`src/rtl/fpu_pkg.sv`:
```
// Shared widths, limits and FSM encoding for the FPU result normalizer.
package fpu_pkg;

    localparam int unsigned EXP_W = 6;
    localparam int unsigned MAN_W = 22;
    localparam logic [EXP_W-1:0] EXP_MAX = 6'd63;

    typedef enum logic [1:0] {
        IDLE  = 2'd0,
        SHIFT = 2'd1,
        DONE  = 2'd2
    } state_e;

endpackage

```
`src/rtl/fpu_normalizer.sv`:
```
// Iterative one-bit-per-cycle normalizer for raw FPALU results, with
// carry, zero, denormal, overflow and inexact handling.
module fpu_normalizer
    import fpu_pkg::*;
#(
    parameter int unsigned NORM_BIT = 20
) (
    input  logic             clk,
    input  logic             rst,
    input  logic             din_uni_sgn,
    input  logic [EXP_W-1:0] din_uni_exp,
    input  logic [MAN_W-1:0] din_uni_man_dn,
    input  logic             din_valid,
    output logic             din_ready,
    output logic             dout_uni_sgn,
    output logic [EXP_W-1:0] dout_uni_exp,
    output logic [MAN_W-1:0] dout_uni_man,
    output logic             dout_zero,
    output logic             dout_denorm,
    output logic             dout_ovf,
    output logic             dout_inexact,
    output logic             dout_valid,
    input  logic             dout_ready
);

    state_e           state_q;
    logic             sgn_q;
    logic [EXP_W-1:0] exp_q;
    logic [MAN_W-1:0] man_q;
    logic             zero_q;
    logic             denorm_q;
    logic             ovf_q;
    logic             inexact_q;

    always_ff @(posedge clk) begin
        if (rst) begin
            state_q   <= IDLE;
            sgn_q     <= 1'b0;
            exp_q     <= '0;
            man_q     <= '0;
            zero_q    <= 1'b0;
            denorm_q  <= 1'b0;
            ovf_q     <= 1'b0;
            inexact_q <= 1'b0;
        end else begin
            case (state_q)
                IDLE: begin
                    if (din_valid) begin
                        sgn_q     <= din_uni_sgn;
                        exp_q     <= din_uni_exp;
                        man_q     <= din_uni_man_dn;
                        zero_q    <= 1'b0;
                        denorm_q  <= 1'b0;
                        ovf_q     <= 1'b0;
                        inexact_q <= 1'b0;
                        state_q   <= SHIFT;
                    end
                end
                SHIFT: begin
                    // Priority order matters: carry before zero/normal tests,
                    // and the exp==0 test guards the left shift from wrapping.
                    if (man_q[MAN_W-1] && exp_q == EXP_MAX) begin
                        man_q   <= '0;
                        ovf_q   <= 1'b1;
                        state_q <= DONE;
                    end else if (man_q[MAN_W-1]) begin
                        man_q     <= man_q >> 1;
                        exp_q     <= exp_q + EXP_W'(1);
                        inexact_q <= inexact_q | man_q[0];
                    end else if (man_q == '0) begin
                        exp_q   <= '0;
                        zero_q  <= 1'b1;
                        state_q <= DONE;
                    end else if (man_q[NORM_BIT]) begin
                        state_q <= DONE;
                    end else if (exp_q == '0) begin
                        denorm_q <= 1'b1;
                        state_q  <= DONE;
                    end else begin
                        man_q <= man_q << 1;
                        exp_q <= exp_q - EXP_W'(1);
                    end
                end
                DONE: begin
                    if (dout_ready) begin
                        state_q <= IDLE;
                    end
                end
                default: state_q <= IDLE;
            endcase
        end
    end

    assign din_ready    = (state_q == IDLE);
    assign dout_valid   = (state_q == DONE);
    assign dout_uni_sgn = sgn_q;
    assign dout_uni_exp = exp_q;
    assign dout_uni_man = man_q;
    assign dout_zero    = zero_q;
    assign dout_denorm  = denorm_q;
    assign dout_ovf     = ovf_q;
    assign dout_inexact = inexact_q;

endmodule

```
`config.mk`:
```
export PLATFORM = sky130hd
export DESIGN_NAME = fpu_normalizer
export DESIGN_NICKNAME = d
export VERILOG_FILES = /design/src/rtl/fpu_pkg.sv /design/src/rtl/fpu_normalizer.sv
export SDC_FILE = /design/constraint.sdc
export NUM_CORES = 1
export LEC_CHECK = 0
export ABC_AREA = 1
export BUFFER_PORTS_ARGS = -buffer_cell sky130_fd_sc_hd__buf_2
export CELL_PAD_IN_SITES_DETAIL_PLACEMENT = 1
export CELL_PAD_IN_SITES_GLOBAL_PLACEMENT = 2
export CORE_MARGIN = 8
export CORE_UTILIZATION = 26
export DETAILED_ROUTE_END_ITERATION = 6
export HOLD_SLACK_MARGIN = 0.08
export MAX_ROUTING_LAYER = met4
export PLACE_DENSITY = 0.84
export SETUP_SLACK_MARGIN = 0.2
export SLEW_MARGIN = 20
export SYNTH_ARGS = -nofsm -noshare
export SYNTH_HDL_FRONTEND = slang
export SYNTH_SLANG_ARGS = --single-unit
```
`constraint.sdc`:
```
create_clock -name clk -period 2.2 [get_ports clk]
set_input_delay 0.11 -clock clk [delete_from_list [all_inputs] [get_ports clk]]
set_output_delay 0.11 -clock clk [all_outputs]
set_load 0.01 [all_outputs]
```
==> results.cfg <==
[status]
outcome = finished, final reports clean

[setup_path]
crit_required_ns = 2.39
worst_ep_arrival_time_ns = 1.92
ff2ff_path_depth = 12
critical_path_class = flop to flop
cp_max_fo = 5
path_cells = ha_1 > nand3_1 > nor2_2 > nand2_1 > nand2_1 > nand2_1 > nand2_1 > inv_1 > nand2_1 > nand2_1 > nand2_1 > nor2_1
cp_common_cell = nand2_1
reg2reg_slack_ns = 0.47
r2r_start = dout_uni_exp[0]$_SDFFE_PP0P_
rr_endpoint = dout_uni_exp[3]$_SDFFE_PP0P_
crit_slowest_cell = dfxtp_2
critPathCaptureType = flop
max_stage_delay_ns = 0.38
path_buf_inv = 1
cpLargestDelayFamily = simple AND/OR/NAND/NOR gates
cp-start-kind = flop

[clocking]
clock_latency_ns = 0.29
clock_path_buffers = 2
cts_buffers = 5
clk_pin_slew_ns = 0.08
cts.sinks = 35
cts_tree = built
postCtsSetupBuffers = 0
cts_root_buf = clkbuf_8
cts_htree_levels = 2

[logic_synthesis]
synth_area_leaders = dfxtp_1 (28%), nand2_1 (25%), nor2_1 (13%), nand3_1 (7.0%), inv_1 (6.2%)
ys_warn_count = 0
synthFlopType = dfxtp_1
synth_top_area_share_pct = 28.06
postSynthCellCount = 451
avgSynthCellArea_um2 = 5.537
ys_seq_area_share_pct = 28.06
syn-cell-area_um2 = 2497
syn_nets = 487
netlist_top_cells_count = nand2_1 (164), nor2_1 (85), inv_1 (41)
yosysTopAreaCell = dfxtp_1
synth-seq-cells = 35
synth.most_common_cell = nand2_1
synth-edff-count = 0
async_reset_ff_share_pct = 0
synth_cell_type_count = 24

[floorplan]
top_level_ports = 68
fp-row-count = 35
die-area_um2 = 13000
start_util_pct = 26.90
core_um2 = 9284
die_y_um = 114.0
die_w_um = 114.0

[grt]
antenna_found_initial = 0
grt_pass1_wl_mm = 15.53
grt_usage_pct = 15.05
overflow = 0
grt_max_degree = 25
grt_pass1_vias = 3159

[power]
p_int_w = 0.001752
p_per_area_nw_per_um2 = 1136
p_leak_nw = 1.683
vdd_drop_max_mv = 0.3755
total_power_w = 0.003515
netSwitchingFraction_pct = 50.14
p_clk_share_pct = 13.5
seqPwrFrac_pct = 29.6
comb_power_share_pct = 56.9
p_switching_w = 0.001762

[timing]
tightest_slew_ns = 0.3710
fin_skew_ns = 0.005716
clock.fmax_mhz = 578.8
setup_tns_ns = 0
holdWs_ns = 0.1007
rsz0062_at_grt = false
setup_viol = 0
final_hold_viol_count = 0
fin_crit_ns = 1.728
maxSlewHeadroom_pct = 75.23
drv_slew = 0
period_share_pct = 78.54

[placement]
io_buffer_count = 67
hpwl_mm = 6.965
place_congestion = 0.7894

[detailed_routing]
drc = 0
drt-pass1-iter-count = 4
wirelength_mm = 9.192
routedWlPerCell_um = 14.14
num_vias = 2974
ant_nets = 0
first_iter_violations = 106
viasPerCell = 4.575

[min_path]
hp-start = rst
hold_class = input pin to flop
hold_end = dout_ovf$_SDFFE_PP0P_
whs_path_depth = 2

[layout]
nFillCells = 1298
drive_gt1_share_pct = 20.73
final_nets = 556
multiInputGateArea_um2 = 1515
syn_to_final_growth_pct = 23.90
seqCellArea_um2 = 703.2
diodes = 0

[job]
drv_cap = 0
[worst max-delay path by stage]
stage                                   from                             to  slack [ns]  depth (start not counted)
3_3_place_gp   dout_uni_man[18]$_SDFFE_PP0P_   dout_uni_man[9]$_SDFFE_PP0P_        0.42                         11
2_1_floorplan   dout_uni_exp[0]$_SDFFE_PP0P_  dout_uni_man[10]$_SDFFE_PP0P_        0.58                         11
5_1_grt              state_q[0]$_SDFFE_PP0P_  dout_uni_man[19]$_SDFFE_PP0P_        0.25                         11
4_1_cts         dout_uni_exp[1]$_SDFFE_PP0P_   dout_uni_exp[3]$_SDFFE_PP0P_        0.36                         12
6_report        dout_uni_exp[0]$_SDFFE_PP0P_   dout_uni_exp[3]$_SDFFE_PP0P_        0.47                         12
3_5_place_dp    dout_uni_exp[1]$_SDFFE_PP0P_   dout_uni_exp[3]$_SDFFE_PP0P_        0.38                         12
[power groups by stage]
stage	sequential, W	clock (W)	combinational (W)
final	0.00104	0.000475	0.00200
after global routing	0.00107	0.000526	0.00229
after CTS	0.00104	0.000496	0.00202
after detailed placement	0.00105	0	0.00201
after global placement	0.00105	0	0.00198
after floorplan	0.00105	0	0.00136
[worst register-to-register path: cells and delay by family, from the launching register on]
| family | cells | cell delay, ns |
|---|---|---|
| AND/OR/NAND/NOR | 10 | 0.99 |
| adder cells (fa/ha/maj) | 1 | 0.22 |
| buffers and inverters | 1 | 0.04 |
| flip-flops | 1 | 0.38 |
[per-stage QoR]
stage / setup WS (ns) / std cells / util [%] / instance area (µm²)
3_3_place_gp: 0.4159 / 640 / 32.16 / 2985
4_1_cts: 0.3626 / 650 / 33.25 / 3087
6_report: 0.4722 / 650 / 33.33 / 3094
3_5_place_dp: 0.3753 / 640 / 32.16 / 2985
5_1_grt: 0.2480 / 650 / 33.33 / 3094
2_1_floorplan: 0.5796 / 451 / - / 2497
[cells in the final DEF, fill, tap and decap left out, drive strengths merged]
cell type,n
xnor2,1
ha,3
nor3,1
inv,45
nand3,36
o21ai,29
nand2,166
nand4,2
dlygate4sd3,2
clkinv,2
dfxtp,35
a21oi,16
o21a,1
nor2,90
buf,81
or2,4
clkbuf,7
[cell families (layout without fill, tap and decap cells)]
logic type / after synthesis / count (layout) / share of synthesized area [%]
XOR/XNOR: 1 / 1 / 0.3508
adder cells (fa/ha/maj): 3 / 3 / 1.503
AND/OR/NAND/NOR: 299 / 299 / 49.30
buffers and inverters: 67 / 137 / 11.47
AO/OA/AOI/OAI: 46 / 46 / 9.319
flip-flops: 35 / 35 / 28.06
[layer usage]
layer / vias up / track usage [%] / routed length, µm
met1: 1384 / 17.82 / 4403
met4: 0 / 3.372 / 127
li1: 1519 / - / -
met5: - / - / 0
met2: 60 / 26.06 / 4349
met3: 11 / 2.536 / 312
[final cells by class]
type	instances	share of cell area, %
Multi-Input combinational cell	349	48.97
Sequential cell	35	22.73
Timing Repair Buffer	83	14.88
Inverter	46	5.580
Tap cell	129	5.216
Clock buffer	7	2.467
Clock inverter	1	0.1617
[state kept, by name, indices dropped and copies added, names as in the netlist]
signal	flops
dout_uni_man	22
dout_uni_exp	6
dout_ovf	1
dout_denorm	1
dout_uni_sgn	1
dout_inexact	1
dout_zero	1
state_q	2
[repair_timing]
action                                  in CTS  in global routing
hold buffers                                 2                  0
endpoints found under the setup margin       0                 23
gates resized for setup                      0                  6
hold endpoints to repair                     2                  0
Power figures use the tool's default switching activity.
